==> src/rtl/multi_channel_sensor_accel.sv <==
// Multi-channel sensor front end: per-channel moving-average filter with
// hysteresis threshold events, sticky interrupt status and a Wishbone
// register interface.
//
// Wishbone handshake: a transfer is taken in any cycle where cyc_i & stb_i
// are high and ack_o is low; ack_o (with registered read data) follows for
// exactly one cycle, so back-to-back acks never occur. An asynchronous reset
// drops ack_o at once and the transfer is lost.
module multi_channel_sensor_accel #(
   parameter int WIDTH    = 16,
   parameter int CHANNELS = 4,
   parameter int WIN_LOG2 = 3
) (
   input  logic                         clk,
   input  logic                         rst,
   input  logic                         cyc_i,
   input  logic                         stb_i,
   input  logic                         we_i,
   input  logic [5:0]                   adr_i,
   input  logic [31:0]                  dat_i,
   output logic [31:0]                  dat_o,
   output logic                         ack_o,
   output logic                         irq_o,
   input  logic [CHANNELS*WIDTH-1:0]    sensor_data_in,
   input  logic [CHANNELS-1:0]          sensor_valid_in
);

   localparam int DEPTH  = 1 << WIN_LOG2;
   localparam int SUM_W  = WIDTH + WIN_LOG2;
   localparam int FILL_W = WIN_LOG2 + 1;
   localparam logic [FILL_W-1:0] FILL_FULL = FILL_W'(DEPTH);
   localparam logic [WIDTH-1:0]  HI_RST    = WIDTH'(1000);
   localparam logic [WIDTH-1:0]  LO_RST    = WIDTH'(900);

   logic                access, wr, ctrl_wr, clear;
   logic [CHANNELS-1:0] w1c_mask, accept;
   logic                enable;
   logic [CHANNELS-1:0] irq_en, irq_status, event_state, event_next, rise;
   logic [WIDTH-1:0]    thresh_hi [CHANNELS];
   logic [WIDTH-1:0]    thresh_lo [CHANNELS];
   logic [WIDTH-1:0]    sample    [CHANNELS];
   logic [WIDTH-1:0]    win       [CHANNELS][DEPTH];
   logic [SUM_W-1:0]    sum       [CHANNELS];
   logic [FILL_W-1:0]   fill      [CHANNELS];
   logic [WIDTH-1:0]    filtered  [CHANNELS];
   // upd: sum changed last cycle; eval: filtered refreshed last cycle.
   // The *_full flags remember whether that sample completed the window.
   logic [CHANNELS-1:0] upd, upd_full, eval, eval_full;
   logic [31:0]         rd_data;
   logic                unused_bits;

   assign access      = cyc_i & stb_i & ~ack_o;
   assign wr          = access & we_i;
   assign ctrl_wr     = wr && (adr_i == 6'h00);
   assign clear       = ctrl_wr & dat_i[1];
   assign w1c_mask    = (wr && adr_i == 6'h02) ? dat_i[CHANNELS-1:0] : '0;
   assign accept      = enable ? sensor_valid_in : '0;
   assign rise        = event_next & ~event_state;
   assign unused_bits = ^dat_i;

   // Split the packed sample bus into per-channel lanes
   always_comb begin
      for (int c = 0; c < CHANNELS; c++) sample[c] = sensor_data_in[c*WIDTH +: WIDTH];
   end

   // Register read mux; unmapped addresses and absent channels read zero
   always_comb begin
      rd_data = '0;
      case (adr_i)
         6'h00:   rd_data[0] = enable;
         6'h01:   rd_data[CHANNELS-1:0] = irq_en;
         6'h02:   rd_data[CHANNELS-1:0] = irq_status;
         6'h03:   rd_data[CHANNELS-1:0] = event_state;
         default: rd_data = '0;
      endcase
      for (int c = 0; c < CHANNELS; c++) begin
         if (adr_i == 6'(8 + 4*c))  rd_data[WIDTH-1:0]  = thresh_hi[c];
         if (adr_i == 6'(9 + 4*c))  rd_data[WIDTH-1:0]  = thresh_lo[c];
         if (adr_i == 6'(10 + 4*c)) rd_data[WIDTH-1:0]  = filtered[c];
         if (adr_i == 6'(11 + 4*c)) rd_data[FILL_W-1:0] = fill[c];
      end
   end

   // Bus acknowledge, read data capture and host-written configuration
   always_ff @(posedge clk or posedge rst) begin
      if (rst) begin
         ack_o  <= 1'b0;
         dat_o  <= '0;
         enable <= 1'b0;
         irq_en <= '0;
         for (int c = 0; c < CHANNELS; c++) begin
            thresh_hi[c] <= HI_RST;
            thresh_lo[c] <= LO_RST;
         end
      end else begin
         ack_o <= access;
         if (access) dat_o <= we_i ? 32'd0 : rd_data;
         if (ctrl_wr) enable <= dat_i[0];
         if (wr && adr_i == 6'h01) irq_en <= dat_i[CHANNELS-1:0];
         for (int c = 0; c < CHANNELS; c++) begin
            if (wr && adr_i == 6'(8 + 4*c)) thresh_hi[c] <= dat_i[WIDTH-1:0];
            if (wr && adr_i == 6'(9 + 4*c)) thresh_lo[c] <= dat_i[WIDTH-1:0];
         end
      end
   end

   // Sample windows, running sums, fill counts and filtered outputs
   always_ff @(posedge clk or posedge rst) begin
      if (rst) begin
         for (int c = 0; c < CHANNELS; c++) begin
            for (int i = 0; i < DEPTH; i++) win[c][i] <= '0;
            sum[c]      <= '0;
            fill[c]     <= '0;
            filtered[c] <= '0;
         end
         upd       <= '0;
         upd_full  <= '0;
         eval      <= '0;
         eval_full <= '0;
      end else if (clear) begin
         // samples arriving in the clear cycle are dropped
         for (int c = 0; c < CHANNELS; c++) begin
            for (int i = 0; i < DEPTH; i++) win[c][i] <= '0;
            sum[c]      <= '0;
            fill[c]     <= '0;
            filtered[c] <= '0;
         end
         upd       <= '0;
         upd_full  <= '0;
         eval      <= '0;
         eval_full <= '0;
      end else begin
         upd       <= accept;
         eval      <= upd;
         eval_full <= upd_full;
         for (int c = 0; c < CHANNELS; c++) begin
            upd_full[c] <= (fill[c] >= FILL_FULL - FILL_W'(1));
            if (accept[c]) begin
               win[c][0] <= sample[c];
               for (int i = 1; i < DEPTH; i++) win[c][i] <= win[c][i-1];
               // empty slots hold zero, so subtracting the oldest is always safe
               sum[c] <= sum[c] - SUM_W'(win[c][DEPTH-1]) + SUM_W'(sample[c]);
               if (fill[c] != FILL_FULL) fill[c] <= fill[c] + FILL_W'(1);
            end
            if (upd[c]) filtered[c] <= sum[c][WIN_LOG2 +: WIDTH];
         end
      end
   end

   // Hysteresis decision on each freshly filtered value of a full window
   always_comb begin
      event_next = event_state;
      for (int c = 0; c < CHANNELS; c++) begin
         if (eval[c] && eval_full[c]) begin
            if (filtered[c] >= thresh_hi[c])      event_next[c] = 1'b1;
            else if (filtered[c] <= thresh_lo[c]) event_next[c] = 1'b0;
         end
      end
   end

   // Event state, sticky status (a new event beats a same-cycle W1C) and irq
   always_ff @(posedge clk or posedge rst) begin
      if (rst) begin
         event_state <= '0;
         irq_status  <= '0;
         irq_o       <= 1'b0;
      end else begin
         if (clear) begin
            event_state <= '0;
            irq_status  <= '0;
         end else begin
            event_state <= event_next;
            irq_status  <= (irq_status & ~w1c_mask) | rise;
         end
         irq_o <= |(irq_status & irq_en);
      end
   end

endmodule

==> config.mk <==
export PLATFORM = sky130hd
export DESIGN_NAME = multi_channel_sensor_accel
export DESIGN_NICKNAME = d
export VERILOG_FILES = /design/src/rtl/multi_channel_sensor_accel.sv
export SDC_FILE = /design/constraint.sdc
export NUM_CORES = 2
export LEC_CHECK = 0
export BUFFER_PORTS_ARGS = -buffer_cell sky130_fd_sc_hd__buf_2
export CAP_MARGIN = 20
export CORE_MARGIN = 1
export CORE_UTILIZATION = 40
export CTS_BUF_LIST = sky130_fd_sc_hd__clkbuf_8 sky130_fd_sc_hd__clkbuf_16
export DETAILED_ROUTE_END_ITERATION = 10
export SLEW_MARGIN = 15
export SYNTH_ARGS = -nofsm -noshare
export SYNTH_HDL_FRONTEND = slang
export SYNTH_SLANG_ARGS = --single-unit
==> constraint.sdc <==
create_clock -name clk -period 26 [get_ports clk]
set_input_delay 2.6 -clock clk [delete_from_list [all_inputs] [get_ports clk]]
set_output_delay 2.6 -clock clk [all_outputs]
set_load 0.02 [all_outputs]
[Word-level counts from Yosys, hierarchy flattened]
Index checks and enable logic that the tools add are counted.
Widths: inputs -> output; s select.
Word-level totals
  register bits after elaboration: 859
  bits of input ports: 111
  output and inout bits: 34
Cells by class
  $add $sub $neg: 12
  muxes and demuxes: 63
  eq/ne operators: 23
  order comparisons: 12
  reduce and logical (&&, ||, !) cells: 33
  bitwise logic cells: 11
Operators with widths (count)
  $mux 128: 4
  $mux 512: 1
  $mux 16: 18
  $mux 4: 20
  $add 19x16->19: 4
  $mux 19: 4
  $mux 76: 1
  $sub 19x16->19: 4
  $ge 16x16->1: 4
  $le 16x16->1: 4
  $mux 64: 1
  $eq 6x4->1 const B: 8
  $eq 6x5->1 const B: 8
  $reduce_bool 2->1: 12
  $add 4x1->4 const B: 4
  $ge 4x3->1 const B: 4
  $ne 4x4->1 const B: 4
  $logic_and 1x1->1: 15
  $and 4x4->4: 3
  $eq 6x2->1 const B: 2
  $mux 1: 12
  $pmux 3 s3: 1
  $not 4->4: 2
  $reduce_and 2->1: 4
  other kinds (7): 10

[Longest topological paths before layout]
  word-level depth: 19
  depth in mapped cells: 14

[Worst setup path before layout]
Ideal clock, no wire load.
  path kind: in2reg
  start point: in sensor_data_in[49]
  end point: reg sum[18] (netlist bit)
  buffers on the path: 0
  stages on the path: 13
  setup slack: 20700 ps
  library setup time: 77 ps
  data arrival time: 5222 ps
  path through: inv_1 > fa_1 > inv_1 > fa_1 > a211oi_1 > o21bai_1 > a221oi_2 > o21bai_1 > a21boi_1 > o21ai_1 > xnor2_1 > or3_1 > a21oi_1
Between the ends
  longest elaborated chain between the ends: 3
RTL lines
  start: declaration: line 24  | input logic [CHANNELS*WIDTH-1:0] sensor_data_in,
  $add 19x16->19: line 142  | sum[c] <= sum[c] - SUM_W'(win[c][DEPTH-1]) + SUM_W'(sample[c]);
  $mux 19: line 138  | if (accept[c]) begin
  $mux 76: line 120  | end else if (clear) begin
  end signal: indexed assignment: line 142
  end: declaration: line 43  | logic [SUM_W-1:0] sum [CHANNELS];
Every way passes these cells. The select of a mux whose other input is x is not followed.
A chain may end at the register's enable or synchronous reset.

[Worst setup path after layout]
  start point: in cyc_i
  end point: reg win[145] (netlist bit)
Between the ends
  longest elaborated chain between the ends: 6
  elaborated cells between the ends (all ways): 7
  those cells by class: mux: 1; bitwise: 4; reduce/logical: 2
RTL lines
  start: declaration: line 16  | input logic cyc_i,
  $and 1x1->1 (*) (2 in a row): line 52  | assign access = cyc_i & stb_i & ~ack_o;
  named net access: line 35  | logic access, wr, ctrl_wr, clear;
  $and 1x1->1 (*): line 53  | assign wr = access & we_i;
  $logic_and 1x1->1 (*): line 54  | assign ctrl_wr = wr && (adr_i == 6'h00);
  $and 1x1->1 (*): line 55  | assign clear = ctrl_wr & dat_i[1];
  $mux 512 / $reduce_bool 2->1 (equally long branches)
  end signal: indexed assignment: line 139  | win[c][0] <= sample[c];
  end: declaration: line 42  | logic [WIDTH-1:0] win [CHANNELS][DEPTH];
Mark *: on every way through the listed nets, which the timed path passes. The rest lies on a longest branch.

==> out/results.ini <==
[outcome]
violations=design-rule violations
status=complete, but fails checks

[floorplan]
rows=120
coreArea_sq_um=107000
die_h_um=330
dieArea_sq_um=109000
pin_count=145
initial_core_util_pct=40.3
dieWidth_um=330

[power]
p_clk_share_pct=33.2
p_int_w=0.00272
seqPwrFrac_pct=40.3
switching_share_pct=32.2
power_density_nw_per_um2=84.0
p_comb_share_pct=26.5
power.net_switching_w=0.00129
p_leak_nw=22.1
peakVddDrop_mv=0.0531

[sta]
fmaxAchievable_mhz=156
period_share_pct=24.7
slew_violations=0
fin_crit_ns=6.43
fin_setup_tns_ns=0
tightestPinTransition_ns=1.17
max_slew_margin_pct=21.4
setup_violations=0
fin_worst_skew_ns=0.0248
rsz0062_at_grt=no
holdWs_ns=0.446
hold_viol=0

[setup_path]
startpoint_type=primary input
crit_buf_inv=4
critical_path.max_stage_delay_ns=0.91
cp-end-kind=register
cpLargestDelayFamily=buffers and inverters
crit_arrival_ns=6.91
crit_type=primary input to register
cp_data_required_time_ns=26.48
crit_fanout=99
slowest_stage=buf_4
cp_cell_sequence=buf_2, nand2_1, or2_1, inv_2, nand2_1, nor2_1, and3_4, buf_4, buf_4, a21oi_1

[logic_synthesis]
yosysWarningCount=0
ys_seq_elements=843
syn_inst=4748
ys_async_sr_fraction_pct=100
yosys.cell_types.count=75
yosysSeqAreaShare_pct=49.0
synth.avg_cell_area_sq_um=9.08
synth_area_sq_um=43100
synth_enable_flop_cells=0
synthFlopType=dfrtp_1

[grt]
grt_antenna_before_repair=13
grt_overflow=0
grt_pass1_wl_um=163000
grt_start_max_net_pins=212
grt_pass1_vias=29774
grt_usage_pct=18.5

[drt]
vias=31679
wl_per_cell_um=16.2
firstDrtPassIters=11
first_iter_violations=2798
viasPerCell=5.11
routed_wl_um=101000
drc=2
ant_nets=0

[clock_network]
cts.reportedPaths.clkPinSlew_ns=0.06
clock_sinks=843
clockBufferDepth=3
post_cts_buffers=0
hold_buffers=0
htree_levels=3
ctsResizeCount=0
insertion_delay_ns=0.66
cts_made_buffers=93
cts-root-buf=clkbuf_16
cts_tree=built

[finish]
layout_common_cells=nand2_1 (1208), dfrtp_1 (803), a21oi_1 (638)
final_common_cell=nand2_1
num-fill-cells=10395
area_delta_synth_final_pct=10.8
drive_gt1_share_pct=9.66
instances_no_fill=6203
post-route-util_pct=44.6
fin_nets=5108

[placed_design]
dp_cells=6027
gp_congestion=0.898
numPortBuffers=112
hpwl_um=65700

[flow_run]
cap_violations=0

[hold_path]
hp-class=register to register

registers in the layout (all words and copies together), names as in the netlist:
register / count
ack_o: 1
dat_o: 16
enable: 1
eval: 4
eval_full: 4
event_state: 4
fill: 16
filtered: 64
irq_en: 4
irq_o: 1
irq_status: 4
sum: 76
thresh_hi: 64
thresh_lo: 64
upd: 4
upd_full: 4
win: 512
per-stage QoR:
step	area, sq um	power (W)	setup WS [ns]
3_3_place_gp	44600	0.00267	19.04
3_5_place_dp	44600	0.00270	18.97
4_1_cts	47800	0.00406	19.68
6_report	47800	0.00401	19.57
2_1_floorplan	43200	0.00243	11.85
5_1_grt	47800	0.00429	19.32
cells in the mapped netlist (18+ instances only):
library cell  instances  area, sq um
nand2_1            1212         4550
dfrtp_1             803        20100
a21oi_1             638         3190
inv_1               422         1580
ha_1                212         2650
nor2_1              212          796
clkbuf_1            184          691
o21ai_0             138          691
mux2i_1              97          971
mux2_2               90         1010
buf_2                78          390
fa_1                 64         1280
a21o_1               41          308
dfstp_2              40         1050
o22ai_1              37          231
xnor2_1              35          307
nand3_1              34          170
a211oi_1             32          240
xor2_1               32          280
a22oi_1              30          225
nand4_1              27          169
nor3_1               26          130
nand2b_1             22          138
a31oi_1              18          113
buf_4                18          135
kinds of logic after synthesis:
family                     share of synthesized area (%)
other                                            0.00869
xor gates and xnor gates                            1.36
buffers and inverters                               6.53
DFF                                                 49.0
muxes                                               4.89
and+or+nand+nor                                     15.0
adders and majority gates                           9.12
AOI/OAI and AO/OA                                   14.1
power by group through the flow:
stage          sequential, W  combinational (W)  clock, W
4_1_cts              0.00162            0.00107   0.00137
6_report             0.00162            0.00107   0.00133
5_1_grt              0.00164            0.00123   0.00143
2_1_floorplan        0.00157           0.000855         0
3_3_place_gp         0.00164            0.00104         0
3_5_place_dp         0.00164            0.00106         0
worst paths after layout:
check	slack (ns)	startpoint	end	depth (start not counted)
setup / recovery	19.57	cyc_i	win[145]	10
hold / removal	0.45	upd_full[0]	eval_full[0]	1
setup reg to reg	21.25	ack_o	win[145]	8
hold reg to reg	0.45	upd_full[0]	eval_full[0]	1
max in group asynchronous	21.45	rst	win[360]	5
min in group asynchronous	2.16	rst	win[494]	3
per-layer routing:
| metal | share of wire, % | up-vias | GRT usage (%) | wire length [um] |
|---|---|---|---|---|
| met1 | 48 | 15225 | 26.9 | 48500 |
| met5 | 0.037 | - | 0 | 37 |
| met4 | 2.8 | 6 | 5.87 | 2830 |
| met3 | 5.5 | 165 | 3.87 | 5540 |
| li1 | - | 15625 | - | - |
| met2 | 43 | 658 | 27.4 | 43600 |
final cells by class:
cell class | instances | area [sq um] | share of cell area, %
antenna | 5 | 12.5 | 0.0262
clock buffer | 124 | 2790 | 5.83
clock inverter | 45 | 362 | 0.757
inverter | 423 | 1590 | 3.33
multi-input combinational | 3214 | 19300 | 40.4
sequential | 843 | 21100 | 44.2
tap | 1403 | 1760 | 3.67
timing repair buffer | 146 | 848 | 1.78
(Power assumes the default switching activity.)
